===== src/rtl/mem_arbiter.sv =====
// mem_arbiter
// Lets the I-cache and the D-cache share one slow memory port. One cache-line
// transaction is in flight at a time. When both caches request in the same
// idle cycle, the side that was not granted last time wins, so the two caches
// alternate. The memory-side request is registered. mem_ready and mem_rdata
// are steered back only to the cache that owns the transaction. Saturating
// counters record grants per side and the idle cycles in which both sides
// were requesting.
//
// Ports
//   clk, rst                        clock, synchronous active-high reset
//   i_read/i_write/i_addr/i_wdata   I-cache line request
//   i_rdata/i_ready                 I-cache read data and completion
//   d_*                             same set of signals for the D-cache
//   mem_read/mem_write/mem_addr/
//   mem_wdata                       registered request to slow memory
//   mem_rdata/mem_ready             slow memory response
//   i_grant_cnt/d_grant_cnt         transactions granted per side
//   conflict_cnt                    idle cycles with both sides requesting
module mem_arbiter #(
    parameter int ADDR_W = 28,
    parameter int LINE_W = 128,
    parameter int CNT_W  = 16
) (
    input  logic              clk,
    input  logic              rst,
    input  logic              i_read,
    input  logic              i_write,
    input  logic [ADDR_W-1:0] i_addr,
    input  logic [LINE_W-1:0] i_wdata,
    output logic [LINE_W-1:0] i_rdata,
    output logic              i_ready,
    input  logic              d_read,
    input  logic              d_write,
    input  logic [ADDR_W-1:0] d_addr,
    input  logic [LINE_W-1:0] d_wdata,
    output logic [LINE_W-1:0] d_rdata,
    output logic              d_ready,
    output logic              mem_read,
    output logic              mem_write,
    output logic [ADDR_W-1:0] mem_addr,
    output logic [LINE_W-1:0] mem_wdata,
    input  logic [LINE_W-1:0] mem_rdata,
    input  logic              mem_ready,
    output logic [CNT_W-1:0]  i_grant_cnt,
    output logic [CNT_W-1:0]  d_grant_cnt,
    output logic [CNT_W-1:0]  conflict_cnt
);

    typedef enum logic [1:0] {
        IDLE    = 2'd0,
        BUSY_I  = 2'd1,
        BUSY_D  = 2'd2,
        RELEASE = 2'd3
    } state_t;

    localparam logic GRANT_I = 1'b0;
    localparam logic GRANT_D = 1'b1;

    state_t              state_r;
    state_t              state_s;
    logic                last_grant_r;
    logic                i_req_s;
    logic                d_req_s;
    logic                grant_i_s;
    logic                grant_d_s;
    logic                conflict_s;
    logic                done_s;
    logic                mem_read_r;
    logic                mem_write_r;
    logic [ADDR_W-1:0]   mem_addr_r;
    logic [LINE_W-1:0]   mem_wdata_r;
    logic [CNT_W-1:0]    i_grant_cnt_r;
    logic [CNT_W-1:0]    d_grant_cnt_r;
    logic [CNT_W-1:0]    conflict_cnt_r;
    logic                i_ready_s;
    logic                d_ready_s;
    logic [LINE_W-1:0]   i_rdata_s;
    logic [LINE_W-1:0]   d_rdata_s;

    // Increment that sticks at all-ones instead of wrapping.
    function automatic logic [CNT_W-1:0] sat_inc(input logic [CNT_W-1:0] v);
        if (&v) begin
            return v;
        end else begin
            return v + {{(CNT_W-1){1'b0}}, 1'b1};
        end
    endfunction

    assign i_req_s = i_read | i_write;
    assign d_req_s = d_read | d_write;

    // Next-state logic and the arbitration decision made in IDLE.
    always_comb begin
        state_s    = state_r;
        grant_i_s  = 1'b0;
        grant_d_s  = 1'b0;
        conflict_s = 1'b0;
        done_s     = 1'b0;
        case (state_r)
            IDLE: begin
                conflict_s = i_req_s & d_req_s;
                // I wins if it asks alone, or if both ask and D was served last.
                if (i_req_s && (!d_req_s || (last_grant_r == GRANT_D))) begin
                    grant_i_s = 1'b1;
                    state_s   = BUSY_I;
                end else if (d_req_s) begin
                    grant_d_s = 1'b1;
                    state_s   = BUSY_D;
                end else begin
                    state_s = IDLE;
                end
            end
            BUSY_I, BUSY_D: begin
                done_s = mem_ready;
                if (mem_ready) begin
                    state_s = RELEASE;
                end else begin
                    state_s = state_r;
                end
            end
            // The cache drops its request one cycle after ready, so this
            // cycle is spent ignoring requests and then returning to IDLE.
            RELEASE: state_s = IDLE;
            default: state_s = IDLE;
        endcase
    end

    // State, memory request registers, grant ownership and counters.
    always_ff @(posedge clk) begin
        if (rst) begin
            state_r        <= IDLE;
            last_grant_r   <= GRANT_D;
            mem_read_r     <= 1'b0;
            mem_write_r    <= 1'b0;
            mem_addr_r     <= {ADDR_W{1'b0}};
            mem_wdata_r    <= {LINE_W{1'b0}};
            i_grant_cnt_r  <= {CNT_W{1'b0}};
            d_grant_cnt_r  <= {CNT_W{1'b0}};
            conflict_cnt_r <= {CNT_W{1'b0}};
        end else begin
            state_r <= state_s;
            if (grant_i_s) begin
                // A request with both read and write high is issued as a write.
                mem_read_r    <= i_read & ~i_write;
                mem_write_r   <= i_write;
                mem_addr_r    <= i_addr;
                mem_wdata_r   <= i_wdata;
                last_grant_r  <= GRANT_I;
                i_grant_cnt_r <= sat_inc(i_grant_cnt_r);
            end else if (grant_d_s) begin
                mem_read_r    <= d_read & ~d_write;
                mem_write_r   <= d_write;
                mem_addr_r    <= d_addr;
                mem_wdata_r   <= d_wdata;
                last_grant_r  <= GRANT_D;
                d_grant_cnt_r <= sat_inc(d_grant_cnt_r);
            end else if (done_s) begin
                // Address and data stay put; only the strobes drop.
                mem_read_r  <= 1'b0;
                mem_write_r <= 1'b0;
            end else begin
                mem_read_r  <= mem_read_r;
                mem_write_r <= mem_write_r;
            end
            if (conflict_s) begin
                conflict_cnt_r <= sat_inc(conflict_cnt_r);
            end else begin
                conflict_cnt_r <= conflict_cnt_r;
            end
        end
    end

    // Steer the memory response to the owner only; IDLE and RELEASE forward nothing.
    always_comb begin
        i_ready_s = 1'b0;
        d_ready_s = 1'b0;
        i_rdata_s = {LINE_W{1'b0}};
        d_rdata_s = {LINE_W{1'b0}};
        if (state_r == BUSY_I) begin
            i_ready_s = mem_ready;
            i_rdata_s = mem_rdata;
        end else if (state_r == BUSY_D) begin
            d_ready_s = mem_ready;
            d_rdata_s = mem_rdata;
        end else begin
            i_ready_s = 1'b0;
            d_ready_s = 1'b0;
        end
    end

    assign mem_read     = mem_read_r;
    assign mem_write    = mem_write_r;
    assign mem_addr     = mem_addr_r;
    assign mem_wdata    = mem_wdata_r;
    assign i_grant_cnt  = i_grant_cnt_r;
    assign d_grant_cnt  = d_grant_cnt_r;
    assign conflict_cnt = conflict_cnt_r;
    assign i_ready      = i_ready_s;
    assign d_ready      = d_ready_s;
    assign i_rdata      = i_rdata_s;
    assign d_rdata      = d_rdata_s;

endmodule


===== config.mk =====
export PLATFORM = sky130hd
export DESIGN_NAME = mem_arbiter
export DESIGN_NICKNAME = d
export VERILOG_FILES = /design/src/rtl/mem_arbiter.sv
export SDC_FILE = /design/constraint.sdc
export NUM_CORES = 1
export LEC_CHECK = 0
export BUFFER_PORTS_ARGS = -buffer_cell sky130_fd_sc_hd__buf_4
export CAP_MARGIN = 10
export CORE_AREA = 2 2 350 352
export CTS_BUF_LIST = sky130_fd_sc_hd__clkbuf_8
export DETAILED_ROUTE_END_ITERATION = 10
export DIE_AREA = 0 0 352 354
export PLACE_DENSITY = 0.3
export SETUP_SLACK_MARGIN = 0.1
export SLEW_MARGIN = 20
export SYNTH_ARGS = -nofsm -noshare
export SYNTH_HDL_FRONTEND = slang
export SYNTH_SLANG_ARGS = --single-unit

===== constraint.sdc =====
create_clock -name clk -period 3.4 [get_ports clk]
set_input_delay 0.68 -clock clk [delete_from_list [all_inputs] [get_ports clk]]
set_output_delay 0.68 -clock clk [all_outputs]
set_load 0.02 [all_outputs]

==> reports/qor.yml, run 1 <==
fin_setup_tns_ps: 0
finalHoldViolCount: 0
num_rows: 128
wl_per_cell_microns: 22.9
synth_edf_count: 0
timing.slew.headroom_pct: 42.7
finalCriticalPeriod_ps: 3080
overflow: 0
via_count: 13973
vias_per_cell: 3.49
area_growth_pct: 89.6
fmax_mhz: 325
critical_path_class: "reg -> out"
dieHeight_microns: 354
worstPathMaxFanout: 46
hold_buffers: 0
synth_cell_type_count: 46
layout_commonest_cell: "buf_4"
initial_core_util_pct: 9.07
cp-start-kind: "flip-flop"
place_congestion: 0.907
critPathMaxStageDelay_ps: 350
swShare_pct: 47.8
synthesis.area_sq_um: 11000
grt_pass1_wl_microns: 122000
worst_pin_slew_ps: 852
pwr-share-clk_pct: 18.8
routed_wirelength_microns: 91600
num_io_pins: 911
cp-startpoint: "state_r[0]"
holdWs_ps: 302
clkTransAtPathRegs_ps: 70
critical_path_arrival_ps: 2400
slowest_stage: "dfxtp_1"
cts-resized-gates: 0
ant_nets: 0
p_comb_share_pct: 58.1
drv_slew: 0
dp_hpwl_microns: 75600
ctsLongestPathBuffers: 3
cts-root-buf: "clkbuf_8"
outcome: "finished, final reports clean"
syn_inst: 1474
h-tree-depth: 2
skew_ps: 19.6
power_frac_seq_pct: 23.1
clock_sinks: 209
cp_data_required_time_ps: 2720
ys_ff_latch: 209
io_buffer_count: 910
dieWidth_microns: 352
p_leak_nw: 9.31
ir_drop_mv: 0.460
die-area_sq_um: 125000
numCtsBuffers: 49
path_common_cell: "buf_12"
drtIter0Drc: 649
r2r-start: "state_r[0]"
cts_tree: "yes"
antenna_found_initial: 39
first_pass_iters: 5
syn_avg_cell_area_sq_um: 7.44
insertion_delay_ps: 650
hold_class: "in -> reg"
drive_gt1_share_pct: 42.9
final_cell_mix: "buf_4 (927), nand2_1 (332), and2_1 (260)"
ys_seq_area_share_pct: 38.1
fin_crit_sh_pct: 90.5
rsz0062_at_grt: "false"
cp_cell_sequence: "inv_1, ha_1, nor2b_4, buf_12, buf_12, and2_1, buf_4"
core_sq_um: 121000
power_density_nw_per_um2: 781
grt_max_degree: 141
cap_viol_max_count: 0
synth_fp_nets: 1928
p_switching_w: 0.00776
fin_nets: 2795
yosysWarnings: 0
yosys_most_used_dff: "dfxtp_1"
remaining_drc_errors: 0
grtUsageTotal_pct: 14.0
setup_violations: 0
intPower_w: 0.00848
end_kind: "output port"
grt_pass1_vias: 14062
min_from: "d_wdata[100]"
ys_async_sr_fraction_pct: 0
synthesized netlist by cell type (6+ instances only):
library cell	instances	area [sq um]
a21oi_1	11	55.1
a311oi_1	157	1380
and2_1	260	1630
buf_1	11	41.3
buf_2	15	75.1
clkbuf_1	102	383
dfxtp_1	209	4180
ha_1	7	87.6
nand2_1	332	1250
nand3_1	15	75.1
nand4_1	19	119
nor2_1	211	792
nor3_1	18	90.1
nor4_1	6	37.5
o21ai_0	9	45.0
or3_1	6	37.5
xnor2_1	27	236
xor2_1	10	87.6
per-layer routing:
layer	vias to the layer above	part of all wire (%)	global-route usage, %	wire (microns)
li1	6739	-	-	-
met1	6467	37	14.7	33900
met2	615	53	26.3	48400
met3	142	7.4	4.65	6770
met4	10	2.6	3.89	2380
met5	-	0.075	0	69
sequential cells by signal, summed over array words and instances (netlist names):
signal,cells
i_grant_cnt,16
mem_wdata,128
mem_read,1
state_r,2
d_grant_cnt,16
mem_write,1
conflict_cnt,16
last_grant_r,1
mem_addr,28
worst max-delay path: cells and delay by family, from the launching register on:
| family | cells | cell delay, ps |
|---|---|---|
| adder cells (fa/ha/maj) | 1 | 310 |
| AND/OR/NAND/NOR | 2 | 460 |
| flip-flops | 1 | 350 |
| buffers and inverters | 4 | 610 |
power groups by stage:
stage	clock network (W)	logic (W)	registers [W]
after floorplan	0	0.00392	0.00465
after global placement	0	0.00976	0.00380
after detailed placement	0	0.00969	0.00379
after CTS	0.00329	0.00970	0.00376
after global routing	0.00337	0.0102	0.00385
final	0.00306	0.00944	0.00374
layout make-up:
cell class                 instances  area (sq um)
antenna                            4          10.0
clock buffer                      57           785
clock inverter                    30           174
fill                           13926        100000
inverter                           5          18.8
multi-input combinational       1132          6310
sequential                       209          4180
tap                             1625          2030
timing repair buffer             944          7290
cells by family (layout without fill, tap and decap cells):
family | Yosys count | in the layout | share of synthesized area, %
fa+ha+maj | 7 | 7 | 0.798
flops | 209 | 209 | 38.1
other cells | 0 | 4 | 0
mux | 2 | 2 | 0.182
simple gates | 893 | 894 | 38.6
xor+xnor | 37 | 37 | 2.95
buf+inv | 134 | 1036 | 4.79
compound gates | 192 | 192 | 14.6
worst paths after layout:
kind / slack [ps] / end / cells after the start
max: 320 / d_rdata[75] / 7
min: 300 / mem_wdata[100] / 3
max reg2reg: 910 / mem_wdata[38] / 8
min reg2reg: 480 / mem_wdata[22] / 2
repair_timing:
| item | CTS | global route |
|---|---|---|
| endpoints found under the hold margin | 0 | 0 |
| buffers inserted | 0 | 1 |
| endpoints found under the setup margin | 0 | 99 |
through the flow:
step           worst slack, ps  total power (W)  std cells  util (%)  cell area [sq um]
3_3_place_gp               447           0.0136       3912      16.4              19800
4_1_cts                    102           0.0168       4000      17.2              20800
2_1_floorplan             1220          0.00857       1474         -              11000
3_5_place_dp               587           0.0135       3913      16.4              19800
5_1_grt                    137           0.0174       4006      17.2              20800
6_report                   324           0.0162       4006      17.2              20800
No activity file was read; power rests on OpenSTA's default activity.
==> run 2: changes to the inputs <==
--- a/config.mk
+++ b/config.mk
@@ -7,10 +7,10 @@
 export LEC_CHECK = 0
 export BUFFER_PORTS_ARGS = -buffer_cell sky130_fd_sc_hd__buf_4
 export CAP_MARGIN = 10
-export CORE_AREA = 2 2 350 352
+export CORE_AREA = 2 2 359 361
 export CTS_BUF_LIST = sky130_fd_sc_hd__clkbuf_8
 export DETAILED_ROUTE_END_ITERATION = 10
-export DIE_AREA = 0 0 352 354
+export DIE_AREA = 0 0 361 363
 export PLACE_DENSITY = 0.3
 export SETUP_SLACK_MARGIN = 0.1
 export SLEW_MARGIN = 20
==> reports/qor.yml, run 2 (same netlist as run 1, synthesis figures left out) <==
dp_hpwl_microns: 78000
num_rows: 131
antenna_found_initial: 44
fin_setup_tns_ps: 0
fin_nets: 2793
critical_path_class: "reg -> out"
drv_slew: 0
vias_per_cell: 3.47
remaining_drc_errors: 0
p_leak_nw: 9.27
critical_path_arrival_ps: 2310
postCtsSetupBuffers: 2
overflow: 0
drtIter0Drc: 608
grtUsageTotal_pct: 13.7
skew_ps: 17.3
fin_area_sq_um: 20800
fin_crit_sh_pct: 88.0
routed_wirelength_microns: 94100
slowest_stage: "dfxtp_1"
cts-resized-gates: 0
cp_cell_sequence: "inv_1, ha_1, nor2b_4, buf_12, buf_4, and2_1, buf_4"
setup.worst_path.end: "d_rdata[78]"
wl_per_cell_microns: 23.3
dp_slack_ps: 733
final_cell_mix: "buf_4 (929), nand2_1 (332), and2_1 (260)"
finalCriticalPeriod_ps: 2990
postPlaceCellArea_sq_um: 19800
first_pass_iters: 5
power_density_nw_per_um2: 779
h-tree-depth: 2
num_io_pins: 911
cts_tree: "yes"
numCtsBuffers: 47
finalHoldViolCount: 0
outcome: "finished, final reports clean"
hold_class: "in -> reg"
cap_viol_max_count: 0
cp_data_required_time_ps: 2720
cp-startpoint: "state_r[0]"
layout_commonest_cell: "buf_4"
dieHeight_microns: 363
ant_nets: 0
worstPathMaxFanout: 20
clkTransAtPathRegs_ps: 60
place_congestion: 0.828
io_buffer_count: 910
largest_reg_flops: 128
end_kind: "output port"
grt_max_degree: 130
dieWidth_microns: 361
setup_violations: 0
hold_buffers: 0
drive_gt1_share_pct: 43.1
grt_pass1_vias: 14261
path_common_cell: "buf_4"
final_util_pct: 16.4
via_count: 14017
r2r-start: "state_r[1]"
regToRegSetupSlack_ps: 940
fmax_mhz: 334
cts-root-buf: "clkbuf_8"
insertion_delay_ps: 650
power_w: 0.0162
timing.slew.headroom_pct: 47.1
worstReg2RegEnd: "d_grant_cnt[14]"
core_sq_um: 127000
clock_sinks: 209
initial_core_util_pct: 8.64
cp-start-kind: "flip-flop"
die-area_sq_um: 131000
area_growth_pct: 89.6
ir_drop_mv: 0.447
setup_slack_ps: 408
grt_pass1_wl_microns: 124000
worst_pin_slew_ps: 786
rsz0062_at_grt: "false"
critPathMaxStageDelay_ps: 350
r2r_cells: 7
ctsLongestPathBuffers: 3
run 2: changes by cell type in the layout (fill, tap and decap cells not counted), sizes merged:
cell      before  now
inv           28   21
clkinvlp       1    0
clkinv         4    6
clkbuf        58   61
bufinv         2    0
diode          4    7
run 2: worst min path at each step:
| stage | start | endpoint | slack (ps) | cells past startpoint |
|---|---|---|---|---|
| after floorplan | state_r[1] | state_r[1] | 480 | 2 |
| after global placement | mem_wdata[23] | mem_wdata[23] | 470 | 2 |
| after detailed placement | mem_wdata[104] | mem_wdata[104] | 470 | 2 |
| after CTS | d_addr[3] | mem_addr[3] | 170 | 3 |
| after global routing | d_wdata[124] | mem_wdata[124] | 200 | 3 |
| final | d_addr[3] | mem_addr[3] | 300 | 3 |
run 2: final cells by class:
type / instances / area (sq um)
inverter: 5 / 18.8
antenna: 7 / 17.5
multi-input combinational: 1132 / 6310
tap: 1662 / 2080
fill: 14629 / 106000
timing repair buffer: 944 / 7270
sequential: 209 / 4180
clock inverter: 22 / 97.6
clock buffer: 60 / 826
run 2: routing by layer:
layer,global-route usage [%],wire [microns]
met3,4.87,7830
met5,0,41
met1,14.1,33900
met2,26.0,50000
met4,3.33,2400
run 2: per-stage QoR:
| step | std cells | hold slack [ps] |
|---|---|---|
| after detailed placement | 3949 | 471 |
| after floorplan | 1474 | 484 |
| after global placement | 3949 | 472 |
| final | 4041 | 302 |
| after CTS | 4034 | 174 |
| after global routing | 4039 | 205 |
run 2: critical path, delay by kind of cell, from the launching register on:
family,cells,cell delay [ps]
adders and majority gates,1,230
buffers and inverters,4,660
and+or+nand+nor,2,430
DFF,1,350
run 2: power by group:
| group | switching, W | internal (W) |
|---|---|---|
| Combinational | 0.00597 | 0.00354 |
| Sequential | 0.000508 | 0.00326 |
| Clock | 0.00137 | 0.00157 |
| Total | 0.00784 | 0.00837 |
==> run 3: changes to the inputs <==
--- a/config.mk
+++ b/config.mk
@@ -5,12 +5,13 @@
 export SDC_FILE = /design/constraint.sdc
 export NUM_CORES = 1
 export LEC_CHECK = 0
+export ABC_AREA = 1
 export BUFFER_PORTS_ARGS = -buffer_cell sky130_fd_sc_hd__buf_4
 export CAP_MARGIN = 10
-export CORE_AREA = 2 2 359 361
+export CORE_AREA = 2 2 353 355
 export CTS_BUF_LIST = sky130_fd_sc_hd__clkbuf_8
 export DETAILED_ROUTE_END_ITERATION = 10
-export DIE_AREA = 0 0 361 363
+export DIE_AREA = 0 0 355 357
 export PLACE_DENSITY = 0.3
 export SETUP_SLACK_MARGIN = 0.1
 export SLEW_MARGIN = 20
==> reports/qor.yml, run 3 <==
outcome: "finished, final reports clean"
drtIter0Drc: 820
fin_cells: 4466
cp-startpoint: "state_r[0]"
final_cell_mix: "buf_4 (924), nand2_1 (753), dfxtp_1 (209)"
syn_avg_cell_area_sq_um: 6.12
io_buffer_count: 910
wirelength_met1_microns: 36400
end_kind: "output port"
ys_seq_area_share_pct: 35.1
yosys_most_used_dff: "dfxtp_1"
highest_layer: "met5"
yosys.area.top_type: "dfxtp_1"
vias_per_cell: 3.59
core_sq_um: 123000
fin_crit_sh_pct: 89.3
skew_ps: 30.7
remaining_drc_errors: 0
ir_drop_mv: 0.433
h-tree-depth: 2
wl_per_cell_microns: 21.5
dieHeight_microns: 357
grt_max_degree: 133
clock_sinks: 209
syn_inst: 1946
antenna_found_initial: 36
dp_hpwl_microns: 78200
slowest_stage: "ha_4"
dieWidth_microns: 355
netlist.area_leader.share_pct: 35.1
finalHoldViolCount: 0
setup.worst_path.end: "d_rdata[80]"
ant_nets: 0
clkTransAtPathRegs_ps: 60
cap_viol_max_count: 0
overflow: 0
initial_core_util_pct: 9.68
die-area_sq_um: 127000
yosysWarnings: 0
via_count: 16029
ys_ff_latch: 209
met2_length_microns: 50300
grt_pass1_vias: 16055
rsz0062_at_grt: "false"
routed_wirelength_microns: 95800
setup_violations: 0
r2r-start: "state_r[1]"
power_density_nw_per_um2: 797
num_rows: 129
grt_pass1_wl_microns: 128000
worstPathMaxFanout: 24
regToRegSetupSlack_ps: 1080
cp_data_required_time_ps: 2720
layout_commonest_cell: "buf_4"
netlist_top_cells_area: "dfxtp_1 (35%), nand2_1 (24%), a31oi_1 (8.2%), nand3_1 (7.7%), nor2_1 (6.5%)"
cp-start-kind: "flip-flop"
cp_cell_sequence: "inv_1, ha_4, buf_4, nand2_1, nor2_1, buf_4"
timing.slew.headroom_pct: 40.9
area_growth_pct: 80.3
fin_nets: 3250
synthesis.area_sq_um: 11900
synth_common_cells: "nand2_1 (753), dfxtp_1 (209), nor2_1 (205)"
placed_cells: 4382
largest_reg_flops: 128
worst_pin_slew_ps: 887
fin_setup_tns_ps: 0
critical_path_arrival_ps: 2360
path_common_cell: "buf_4"
p_leak_nw: 10.4
wl_met3_microns: 7400
critPathMaxStageDelay_ps: 450
yosysMostFrequentCell: "nand2_1"
fmax_mhz: 329
ys_async_sr_fraction_pct: 0
insertion_delay_ps: 680
ctsLongestPathBuffers: 3
worstReg2RegEnd: "mem_wdata[102]"
drv_slew: 0
cts_tree: "yes"
hold_class: "in -> reg"
first_pass_iters: 5
critical_path_class: "reg -> out"
place_congestion: 0.787
drive_gt1_share_pct: 36.7
synth_fp_nets: 2400
cts-root-buf: "clkbuf_8"
num_io_pins: 911
r2r_cells: 7
synth_edf_count: 0
synth_cell_type_count: 32
finalCriticalPeriod_ps: 3040
grtUsageTotal_pct: 14.2
numCtsBuffers: 48
[run 3: changes by cell type in the layout (fill, tap and decap cells not counted), sizes merged, moves of 31 or more]
cell	change
a21oi	+31
a311oi	-157
and2	-260
a31oi	+155
nand2	+436
nand3	+168
inv	+178
[run 3: cell type report]
cell class,instances,area (sq um)
fill,14421,102000
timing repair buffer,940,7250
multi-input combinational,1420,6390
sequential,209,4180
tap,1637,2050
clock buffer,54,743
inverter,177,679
clock inverter,26,155
antenna,3,7.51
[run 3: worst min-delay path by stage]
stage | depth (start not counted) | slack [ps] | to | start
after floorplan | 2 | 470 | last_grant_r | last_grant_r
after global placement | 2 | 470 | mem_wdata[76] | mem_wdata[76]
after detailed placement | 2 | 470 | mem_addr[1] | mem_addr[1]
after CTS | 3 | 200 | mem_wdata[78] | i_wdata[78]
after global routing | 3 | 230 | mem_wdata[95] | i_wdata[95]
final | 3 | 280 | mem_wdata[95] | i_wdata[95]
[run 3: kinds of logic (layout without fill, tap and decap cells)]
group,Yosys count,in the layout,share of synthesized area (%)
AO/OA/AOI/OAI,219,219,11.2
flip-flops,209,209,35.1
other,0,3,0
AND/OR/NAND/NOR,1179,1179,40.4
XOR/XNOR,15,15,1.10
buffers and inverters,317,1197,11.4
adder cells (fa/ha/maj),7,7,0.736
[run 3: what timing repair did]
action,4_1_cts,5_1_grt
setup buffers,1,0
endpoints found under the setup margin,21,0
resized for setup,0,0
hold buffers,0,0
[run 3: critical path: cells and delay by family (launching register included)]
kind          cells  cell delay [ps]
buf+inv           3              680
flops             1              330
fa+ha+maj         1              450
simple gates      2              200
[run 3: report_power, final]
part / switching (W) / total, W / internal (W)
logic: 0.00695 / 0.0105 / 0.00351
registers: 0.000551 / 0.00374 / 0.00318
clock network: 0.00138 / 0.00290 / 0.00152
[run 3: stage by stage]
stage | total power, W | setup WS, ps | hold slack, ps | cell area, sq um | utilization, %
2_1_floorplan | 0.00926 | 1220 | 474 | 11900 | -
3_3_place_gp | 0.0146 | 818 | 465 | 20500 | 16.7
3_5_place_dp | 0.0145 | 818 | 472 | 20500 | 16.7
4_1_cts | 0.0176 | 221 | 195 | 21500 | 17.4
5_1_grt | 0.0183 | 142 | 230 | 21500 | 17.4
6_report | 0.0171 | 365 | 276 | 21500 | 17.4
[run 3: routing by layer]
layer | GRT usage [%] | up-vias
met1 | 15.6 | 7310
met3 | 4.46 | 131
li1 | - | 7889
met4 | 2.80 | 18
met5 | 0 | -
met2 | 26.7 | 681
